## config.mk

```make
export PLATFORM = sky130hd
export DESIGN_NAME = fetch_unit_flat
export DESIGN_NICKNAME = d
export VERILOG_FILES = /design/src/rtl/fetch_pkg.sv /design/src/rtl/fetch_unit_if.sv /design/src/rtl/fetch_unit_pc_next.sv /design/src/rtl/fetch_unit.sv /design/src/flat_wrapper.sv
export SDC_FILE = /design/constraint.sdc
export NUM_CORES = 1
export LEC_CHECK = 0
export ABC_AREA = 0
export CORE_ASPECT_RATIO = 1.5
export CORE_MARGIN = 8
export CORE_UTILIZATION = 45
export CTS_CLUSTER_SIZE = 8
export DETAILED_ROUTE_END_ITERATION = 16
export PLACE_DENSITY_LB_ADDON = 0.3
export SETUP_SLACK_MARGIN = 0.3
export SYNTH_ARGS = -nofsm -noshare
export SYNTH_HDL_FRONTEND = slang
export SYNTH_SLANG_ARGS = --single-unit
```

## constraint.sdc

```tcl
create_clock -name clk_i -period 4.15 [get_ports clk_i]
set_input_delay 1.0375 -clock clk_i [delete_from_list [all_inputs] [get_ports clk_i]]
set_output_delay 1.0375 -clock clk_i [all_outputs]
set_load 0.02 [all_outputs]
```

## src/rtl/fetch_pkg.sv

```systemverilog
// Shared types and constants for the instruction fetch stage.
package fetch_pkg;

    typedef enum logic [1:0] {
        REQ   = 2'd0,
        WAIT  = 2'd1,
        VALID = 2'd2,
        HALT  = 2'd3
    } fetch_state_t;

    localparam logic [31:0] NOP_INSTR        = 32'h0000_0013;
    localparam logic [31:0] RESET_PC_DEFAULT = 32'h0000_0000;

endpackage

```

## src/rtl/fetch_unit_if.sv

```systemverilog
// Instruction memory bus plus decode-side handshake of the fetch stage.
// master = fetch unit side, slave = memory/decode environment side.
interface fetch_unit_if #(
    parameter int INSTR_WIDTH = 32,
    parameter int ADDR_WIDTH  = 32
);
    logic                   imem_req_o;
    logic [ADDR_WIDTH-1:0]  imem_addr_o;
    logic                   imem_gnt_i;
    logic                   imem_rvalid_i;
    logic [INSTR_WIDTH-1:0] imem_rdata_i;
    logic [INSTR_WIDTH-1:0] instr_o;
    logic [ADDR_WIDTH-1:0]  pc_o;
    logic                   instr_valid_o;
    logic                   decode_ready_i;
    logic                   pcsrc_i;
    logic [ADDR_WIDTH-1:0]  imm_ext_i;
    logic                   flush_i;
    logic [ADDR_WIDTH-1:0]  flush_pc_i;
    logic                   misalign_o;

    modport master (
        output imem_req_o, imem_addr_o, instr_o, pc_o, instr_valid_o, misalign_o,
        input  imem_gnt_i, imem_rvalid_i, imem_rdata_i, decode_ready_i,
               pcsrc_i, imm_ext_i, flush_i, flush_pc_i
    );

    modport slave (
        input  imem_req_o, imem_addr_o, instr_o, pc_o, instr_valid_o, misalign_o,
        output imem_gnt_i, imem_rvalid_i, imem_rdata_i, decode_ready_i,
               pcsrc_i, imm_ext_i, flush_i, flush_pc_i
    );
endinterface

```

## src/rtl/fetch_unit_pc_next.sv

```systemverilog
// Next-PC select (flush > pcsrc > +4) with alignment handling.
// FETCH_MISALIGN_CHECK_EN: report misaligned targets instead of clearing bits [1:0].
module pc_next #(
    parameter int ADDR_WIDTH = 32
) (
    input  logic                  flush_i,
    input  logic [ADDR_WIDTH-1:0] flush_pc_i,
    input  logic                  pcsrc_i,
    input  logic [ADDR_WIDTH-1:0] pc_i,
    input  logic [ADDR_WIDTH-1:0] imm_ext_i,
    output logic [ADDR_WIDTH-1:0] target_o,
    output logic                  misaligned_o
);

    logic [ADDR_WIDTH-1:0] raw_target;

    always_comb begin
        raw_target = pc_i + ADDR_WIDTH'(4);
        if (flush_i) begin
            raw_target = flush_pc_i;
        end else if (pcsrc_i) begin
            raw_target = pc_i + imm_ext_i;
        end
    end

`ifdef FETCH_MISALIGN_CHECK_EN
    assign target_o     = raw_target;
    assign misaligned_o = |raw_target[1:0];
`else
    assign target_o     = raw_target & ~ADDR_WIDTH'(3);
    assign misaligned_o = 1'b0;
`endif

endmodule

```

## src/rtl/fetch_unit.sv

```systemverilog
// Instruction fetch stage: owns the PC, one outstanding imem request, valid/ready to decode.
// FETCH_MISALIGN_CHECK_EN adds the HALT state and a sticky misalign_o trap.
module fetch_unit
    import fetch_pkg::*;
#(
    parameter int                    INSTR_WIDTH = 32,
    parameter int                    ADDR_WIDTH  = 32,
    parameter logic [ADDR_WIDTH-1:0] RESET_PC    = ADDR_WIDTH'(RESET_PC_DEFAULT)
) (
    input  logic         clk_i,
    input  logic         rst_ni,
    fetch_unit_if.master bus
);

    fetch_state_t           state_q, state_d;
    logic [ADDR_WIDTH-1:0]  fetch_pc_q, fetch_pc_d;
    logic [ADDR_WIDTH-1:0]  pc_q, pc_d;
    logic [INSTR_WIDTH-1:0] instr_q, instr_d;
    logic                   drop_q, drop_d;
    logic                   misalign_q, misalign_d;
    logic [ADDR_WIDTH-1:0]  target;
    logic                   target_mis;

    pc_next #(.ADDR_WIDTH(ADDR_WIDTH)) u_pc_next (
        .flush_i      (bus.flush_i),
        .flush_pc_i   (bus.flush_pc_i),
        .pcsrc_i      (bus.pcsrc_i),
        .pc_i         (pc_q),
        .imm_ext_i    (bus.imm_ext_i),
        .target_o     (target),
        .misaligned_o (target_mis)
    );

    always_comb begin
        state_d    = state_q;
        fetch_pc_d = fetch_pc_q;
        pc_d       = pc_q;
        instr_d    = instr_q;
        drop_d     = drop_q;
        misalign_d = misalign_q;

        unique case (state_q)
            REQ: begin
                if (bus.flush_i) begin
                    // A grant in the flush cycle is for the old address; its data must be discarded.
                    if (bus.imem_gnt_i) drop_d = 1'b1;
                    if (target_mis) begin
                        state_d    = HALT;
                        pc_d       = target;
                        misalign_d = 1'b1;
                    end else begin
                        fetch_pc_d = target;
                        if (bus.imem_gnt_i) state_d = WAIT;
                    end
                end else if (bus.imem_gnt_i) begin
                    state_d = WAIT;
                end
            end
            WAIT: begin
                if (bus.flush_i) begin
                    drop_d = !bus.imem_rvalid_i;
                    if (target_mis) begin
                        state_d    = HALT;
                        pc_d       = target;
                        misalign_d = 1'b1;
                    end else begin
                        fetch_pc_d = target;
                        state_d    = bus.imem_rvalid_i ? REQ : WAIT;
                    end
                end else if (bus.imem_rvalid_i) begin
                    if (drop_q) begin
                        drop_d  = 1'b0;
                        state_d = REQ;
                    end else begin
                        instr_d = bus.imem_rdata_i;
                        pc_d    = fetch_pc_q;
                        state_d = VALID;
                    end
                end
            end
            VALID: begin
                if (bus.flush_i || bus.decode_ready_i) begin
                    if (target_mis) begin
                        state_d    = HALT;
                        pc_d       = target;
                        misalign_d = 1'b1;
                    end else begin
                        fetch_pc_d = target;
                        state_d    = REQ;
                    end
                end
            end
            HALT: begin
                // A request may still be in flight when HALT is entered; absorb its response here.
                if (bus.imem_rvalid_i) drop_d = 1'b0;
                if (bus.flush_i) begin
                    if (target_mis) begin
                        pc_d = target;
                    end else begin
                        fetch_pc_d = target;
                        misalign_d = 1'b0;
                        state_d    = REQ;
                    end
                end
            end
            default: state_d = REQ;
        endcase
    end

    always_ff @(posedge clk_i) begin
        if (!rst_ni) begin
            state_q    <= REQ;
            fetch_pc_q <= RESET_PC;
            pc_q       <= RESET_PC;
            instr_q    <= INSTR_WIDTH'(NOP_INSTR);
            drop_q     <= 1'b0;
            misalign_q <= 1'b0;
        end else begin
            state_q    <= state_d;
            fetch_pc_q <= fetch_pc_d;
            pc_q       <= pc_d;
            instr_q    <= instr_d;
            drop_q     <= drop_d;
            misalign_q <= misalign_d;
        end
    end

    // Request is held off while reset is asserted so it first rises right after release.
    assign bus.imem_req_o    = rst_ni && (state_q == REQ);
    assign bus.imem_addr_o   = fetch_pc_q;
    assign bus.instr_o       = instr_q;
    assign bus.pc_o          = pc_q;
    assign bus.instr_valid_o = (state_q == VALID);
    assign bus.misalign_o    = misalign_q;

endmodule

```

## src/flat_wrapper.sv

```systemverilog
// flat-port wrapper written by rule: the top's interface ports become plain ports
module fetch_unit_flat import fetch_pkg::*;
#(
    parameter int                    INSTR_WIDTH = 32,
    parameter int                    ADDR_WIDTH  = 32,
    parameter logic [ADDR_WIDTH-1:0] RESET_PC    = ADDR_WIDTH'(RESET_PC_DEFAULT)
)
  (clk_i, rst_ni, bus_imem_req_o, bus_imem_addr_o, bus_instr_o, bus_pc_o, bus_instr_valid_o, bus_misalign_o, bus_imem_gnt_i, bus_imem_rvalid_i, bus_imem_rdata_i, bus_decode_ready_i, bus_pcsrc_i, bus_imm_ext_i, bus_flush_i, bus_flush_pc_i);
  fetch_unit_if #(.INSTR_WIDTH(INSTR_WIDTH), .ADDR_WIDTH(ADDR_WIDTH)) bus_i ();
  input  logic clk_i;
  input  logic rst_ni;
  output wire logic [$bits(bus_i.imem_req_o)-1:0] bus_imem_req_o;
  output wire logic [$bits(bus_i.imem_addr_o)-1:0] bus_imem_addr_o;
  output wire logic [$bits(bus_i.instr_o)-1:0] bus_instr_o;
  output wire logic [$bits(bus_i.pc_o)-1:0] bus_pc_o;
  output wire logic [$bits(bus_i.instr_valid_o)-1:0] bus_instr_valid_o;
  output wire logic [$bits(bus_i.misalign_o)-1:0] bus_misalign_o;
  input wire logic [$bits(bus_i.imem_gnt_i)-1:0] bus_imem_gnt_i;
  input wire logic [$bits(bus_i.imem_rvalid_i)-1:0] bus_imem_rvalid_i;
  input wire logic [$bits(bus_i.imem_rdata_i)-1:0] bus_imem_rdata_i;
  input wire logic [$bits(bus_i.decode_ready_i)-1:0] bus_decode_ready_i;
  input wire logic [$bits(bus_i.pcsrc_i)-1:0] bus_pcsrc_i;
  input wire logic [$bits(bus_i.imm_ext_i)-1:0] bus_imm_ext_i;
  input wire logic [$bits(bus_i.flush_i)-1:0] bus_flush_i;
  input wire logic [$bits(bus_i.flush_pc_i)-1:0] bus_flush_pc_i;
  assign bus_imem_req_o = bus_i.imem_req_o;
  assign bus_imem_addr_o = bus_i.imem_addr_o;
  assign bus_instr_o = bus_i.instr_o;
  assign bus_pc_o = bus_i.pc_o;
  assign bus_instr_valid_o = bus_i.instr_valid_o;
  assign bus_misalign_o = bus_i.misalign_o;
  assign bus_i.imem_gnt_i = bus_imem_gnt_i;
  assign bus_i.imem_rvalid_i = bus_imem_rvalid_i;
  assign bus_i.imem_rdata_i = bus_imem_rdata_i;
  assign bus_i.decode_ready_i = bus_decode_ready_i;
  assign bus_i.pcsrc_i = bus_pcsrc_i;
  assign bus_i.imm_ext_i = bus_imm_ext_i;
  assign bus_i.flush_i = bus_flush_i;
  assign bus_i.flush_pc_i = bus_flush_pc_i;
  fetch_unit #(.INSTR_WIDTH(INSTR_WIDTH), .ADDR_WIDTH(ADDR_WIDTH), .RESET_PC(RESET_PC)) u_core (.clk_i(clk_i), .rst_ni(rst_ni), .bus(bus_i));
endmodule
```

* Yosys cells after proc, flatten, opt, wreduce, memory -nomap -nowiden
Index checks and enable logic that the tools add are counted.
Storage, ports and cells: register bits 100, bits of input ports 103, output and inout bits 99
Operators by class: add/subtract/negate cells 2, equality and inequality tests 12, mux-type cells 24, bitwise operators 4, reduce and logical (&&, ||, !) cells 14
Operators by type and width (count):
- two-way mux 32 bit | 8
- one-hot mux 32 bit (2 select lines) | 1
- adder 32 x 3 -> 32 bit, second input constant | 1
- adder 32 bit | 1
- two-way mux 2 bit | 6
- inequality test 2 bit, second input constant | 6
- AND reduction 4 bit | 3
- OR reduction 3 bit | 3
- one-hot mux 2 bit (4 select lines) | 1
- two-way mux 1 bit | 7
- == test 2 bit, second input constant | 2
- inequality test 2 x 1 -> 1 bit, second input constant | 2
- inverter 1 bit | 4
- AND reduction 2 bit | 2
- inequality test 3 bit, second input constant | 1
- one-hot mux 1 bit (3 select lines) | 1
- AND reduction 3 bit | 1
- nonzero test 3 bit | 1
- == test 2 x 1 -> 1 bit, second input constant | 1
- logical NOT 2 bit | 1
- logical AND 1 bit | 1
- logical NOT 1 bit | 1
- logical OR 1 bit | 1

* Longest topological paths before layout
word-level depth 5, gate-level depth with buffers 14

* Modules after synthesis
From an unflattened synthesis, not the netlist that was laid out.
Unflattened totals: cell total of the unflattened synthesis 957, area, all modules 7247.0 um2
By module, submodules not included:
- fetch_unit | times used 1, cells each 521, area each 4336.7 um2
- pc_next | times used 1, cells each 436, area each 2910.3 um2

* Worst setup path before layout
No wires, ideal clock.
kind input to register, from in bus_pcsrc_i, to reg u_core.fetch_pc_q[29], in the netlist u_core.bus.imem_addr_o[29], data arrival time 3.647 ns, slack 0.418 ns, stages on the path 13, cell sequence clkbuf_1 -> and2_1 -> ha_1 -> a21o_1 -> or2_1 -> o31ai_4 -> a31oi_1 -> a211o_1 -> a31o_2 -> a41oi_1 -> o21ai_0 -> xnor2_1 -> a211oi_1
Between the ends: cells in the longest elaborated chain, start to end 4
RTL lines:
- start: declaration | RTL line flat_wrapper.sv:22 | input wire logic [$bits(bus_i.pcsrc_i)-1:0] bus_pcsrc_i;
- two-way mux 32 bit * | RTL line fetch_unit_pc_next.sv:21 | end else if (pcsrc_i) begin
- two-way mux 32 bit * | RTL line fetch_unit_pc_next.sv:19 | if (flush_i) begin
- two-way mux 32 bit (on tied branches) | RTL line fetch_unit.sv:60, fetch_unit.sv:82
- one-hot mux 32 bit (2 select lines) * | RTL line fetch_unit.sv:42 | unique case (state_q)
- end signal: assignment | RTL line fetch_unit.sv:120 | fetch_pc_q <= fetch_pc_d;
- end: declaration | RTL line fetch_unit.sv:16 | logic [ADDR_WIDTH-1:0] fetch_pc_q, fetch_pc_d;
Mark *: on every way between the ends. The rest lies on a longest branch, timed or not. The select of a mux whose other input is x is not followed. A chain may end at the register's enable or synchronous reset.

* Final worst setup path
from in bus_imm_ext_i[7], to reg u_core.fetch_pc_q[27], in the netlist u_core.bus.imem_addr_o[27]
Between the ends: cells in the longest elaborated chain, start to end 5
RTL lines:
- start: declaration | RTL line flat_wrapper.sv:23 | input wire logic [$bits(bus_i.imm_ext_i)-1:0] bus_imm_ext_i;
- adder 32 bit * | RTL line fetch_unit_pc_next.sv:22 | raw_target = pc_i + imm_ext_i;
- two-way mux 32 bit * | RTL line fetch_unit_pc_next.sv:21
- two-way mux 32 bit * | RTL line fetch_unit_pc_next.sv:19
- two-way mux 32 bit (on tied branches) | RTL line fetch_unit.sv:60, fetch_unit.sv:82
- one-hot mux 32 bit (2 select lines) * | RTL line fetch_unit.sv:42
Marks and branches as above.

==> impl_results.md <==
- Status: finished, final reports clean
- CP startpoint kind: primary input
- CP max FO: 3
- Clock skew: 7.23 ps
- Cell Area, Placed: 0.00754 mm²
- Nets: 1008
- Width of the die: 105 µm
- Die area: 0.0158 mm²
- Crit path required time: 4420 ps
- Asr flop ratio synth: 0
- CTS tree: built
- Total gr overflow: 0
- Max_slew headroom: 0.435
- Post-DP HPWL: 13600 µm
- Sequential area share after synthesis: 0.353
- Top-area cell type share of the netlist area: 0.353
- Hold crit path type: register to register
- FMAX: 264 MHz
- Critical path destination: u_core.bus.imem_addr_o[27]
- Layout cells sized above 1: 0.0727
- Core Area: 0.0118 mm²
- Final hold violation count: 0
- Largest net degree at the start of global routing: 99
- Worst skew pair latency: 340 ps
- All-Layer GR Usage: 0.228
- Distinct cells, synth: 51
- Vias in the first global route: 5975
- Synth Register Bits: 95
- Vias: 5728
- Max-slew violation count: 0
- CP startpoint: bus_imm_ext_i[7]
- Synth warn: 0
- RD Place Congestion: 0.903
- Setup crit end kind: register
- First-pass GRT wire length: 29100 µm
- Power Density: 278 mW/mm²
- Crit-path slowest cell: clkdlybuf4s50_1
- Post-DR vias/cell: 5.53
- Post-synth EDFFs: 0
- Gate Count Post-Synth: 686
- Max-cap violations: 0
- Worst Max-Slew Pin Slew: 847 ps
- Num rows: 49
- FILL cells: 990
- H-tree levels: 3
- Area leader, netlist: dfxtp_1
- Initial antenna violation count: 2
- Lkg Pwr: 3.12 nW
- Setup CP Type: primary input to register
- Flop-to-flop setup slack: 1260 ps
- Critical Path AT: 4060 ps
- Clock tree sinks: 95
- Peak ir drop on the vdd network: 0.214 mV
- Area added between synthesis and finish: 48.1%
- Post-synth top flop: dfxtp_1
- Initial Util: 0.455
- Final cycle utilization of the critical path: 0.914
- Reg2reg end: u_core.bus.imem_addr_o[27]
- DRC violations left: 0
- CTS Hold Bufs: 0
- DRT iter0 DRCs: 273
- Total Wirelength: 18800 µm
- CP max stage delay: 430 ps
- Synthesized cell area: 0.00538 mm²
- CTS root buf: clkbuf_16
- Crit path cell chain: clkdlybuf4s50_1 -> and2_1 -> ha_1 -> a21o_1 -> or2_4 -> o31ai_4 -> a31oi_4 -> a211o_1 -> a31o_4 -> a41oi_2 -> buf_4 -> xnor2_1 -> nand2_1 -> a31oi_1
- Clock transition at the registers of the reported paths: 60 ps
- Worst Reg-to-Reg Cells: 12
- IO Count: 202
- Critical R2R Launch: u_core.bus.pc_o[8]
- Post-Syn Area per Cell: 7.85 µm²
- Inserted Clock Buffers: 9
- Final Cell Area: 0.00797 mm²
- Drt first pass iters: 4
- Die height: 150 µm
- Final ANT Viol Nets: 0
- Top cells by area, synth: dfxtp_1 35%, nand2_1 12%, a21boi_0 8.4%
- Longest Clk Path Bufs: 2
- RSZ-0062 raised after global routing: no
- Wire length per cell: 18.1 µm
- Post-layout util: 0.674
- Final worst path period need: 3790 ps
- Setup-failing EPs final: 0
- Port bufs: 192
## worst min path at each step
stage,startpoint,endpoint,slack [ps],depth (start not counted)
2_1_floorplan,u_core.drop_q,u_core.drop_q,490,1
3_3_place_gp,u_core.bus.instr_o[8],u_core.bus.instr_o[8],450,2
3_5_place_dp,u_core.bus.instr_o[23],u_core.bus.instr_o[23],460,2
4_1_cts,u_core.bus.instr_o[23],u_core.bus.instr_o[23],470,2
5_1_grt,u_core.bus.instr_o[23],u_core.bus.instr_o[23],490,2
6_report,u_core.bus.instr_o[23],u_core.bus.instr_o[23],460,2
## what timing repair did
item	4_1_cts	5_1_grt
buffers inserted	0	2
resized for setup	5	11
endpoints found under the setup margin	12	11
gates cloned	1	0
pin swaps	3	10
## layer usage
| metal | global-route usage | wire length, µm |
|---|---|---|
| met4 | 0.112 | 643 |
| met2 | 0.419 | 9750 |
| met1 | 0.215 | 6800 |
| met3 | 0.0879 | 1590 |
| met5 | 0 | 0 |
## cell usage after synthesis (2+ instances only)
cell      count
a211o_1       3
a211oi_1      6
a21boi_0     60
a21o_1       11
a21oi_1      51
a221oi_1      2
a31oi_1       8
a41oi_1       3
and2_1       32
and3_1        8
buf_4         5
clkbuf_1     40
dfxtp_1      95
ha_1         29
inv_1         7
mux2i_1       2
nand2_1     166
nand2b_1      4
nand3_1      10
nor2_1       19
nor2b_1      13
nor3_1        7
nor3b_1       3
o211a_1       6
o211ai_1      9
o21a_1        2
o21ai_0      32
o21bai_1      4
o221a_2       2
o31ai_1       3
or3_1         2
xnor2_1      16
xor2_1        8
## cell type report
type | count | area [µm²] | share of cell area
multi-input cells | 541 | 3370 | 0.422
repair buffers | 220 | 2180 | 0.273
flip-flops and latches | 95 | 1900 | 0.239
clock buffers | 11 | 243 | 0.0305
well taps | 153 | 191 | 0.0240
clock inverters | 5 | 57.6 | 0.00722
inverters | 8 | 30.0 | 0.00377
diodes | 2 | 5.00 | 0.000628
## where the power goes
group          internal [mW]  switching, mW
clock                  0.484          0.360
sequential             0.943         0.0250
combinational          0.216          0.190
## layout by cell type (no fill, tap or decap), types with 4 or more instances in the layout
| master | instances |
|---|---|
| xnor2_1 | 16 |
| a31oi_1 | 6 |
| clkdlybuf4s50_1 | 190 |
| ha_1 | 28 |
| a21o_1 | 11 |
| o21bai_1 | 4 |
| a21oi_1 | 50 |
| o211ai_1 | 9 |
| conb_1 | 5 |
| dfxtp_1 | 95 |
| inv_1 | 7 |
| nand2_1 | 165 |
| nand3_1 | 10 |
| nand2b_1 | 4 |
| nor2_1 | 18 |
| xor2_1 | 8 |
| a21boi_0 | 60 |
| and2_1 | 32 |
| nor3_1 | 7 |
| nor2b_1 | 13 |
| buf_4 | 25 |
| o21ai_0 | 31 |
| clkbuf_16 | 9 |
| o211a_1 | 6 |
| and3_1 | 8 |
## flip-flops by register name (all words and copies together) (netlist names)
name                    cells
u_core.bus.instr_o         32
u_core.bus.imem_addr_o     30
u_core.bus.pc_o            30
u_core.state_q              2
u_core.drop_q               1
## metrics by stage
step	TNS, ps	total power [mW]	std cells	setup slack (ps)	hold slack [ps]
global placement	-1040	1.37	1014	-207	452
CTS	0	2.23	1031	306	466
global route	0	2.31	1035	266	486
detailed placement	-2190	1.38	1014	-322	457
finish	0	2.22	1035	357	464
floorplan	0	1.18	690	418	494
## cell families (layout without fill, tap and decap cells)
| family | Yosys count | after routing | share of synthesized area |
|---|---|---|---|
| compound gates | 211 | 211 | 0.267 |
| mux | 2 | 2 | 0.00372 |
| buf+inv | 54 | 244 | 0.0411 |
| flops | 95 | 95 | 0.353 |
| simple gates | 269 | 269 | 0.224 |
| xor+xnor | 24 | 24 | 0.0391 |
| fa+ha+maj | 30 | 30 | 0.0711 |
| other cells | 1 | 7 | 0.000697 |
## worst max-delay path, delay by kind of cell
| kind | cells | cell delay, ps |
|---|---|---|
| AO/OA/AOI/OAI | 7 | 1630 |
| buffers and inverters | 2 | 580 |
| AND/OR/NAND/NOR | 3 | 500 |
| adder cells (fa/ha/maj) | 1 | 210 |
| XOR/XNOR | 1 | 100 |
(Power assumes the default switching activity.)
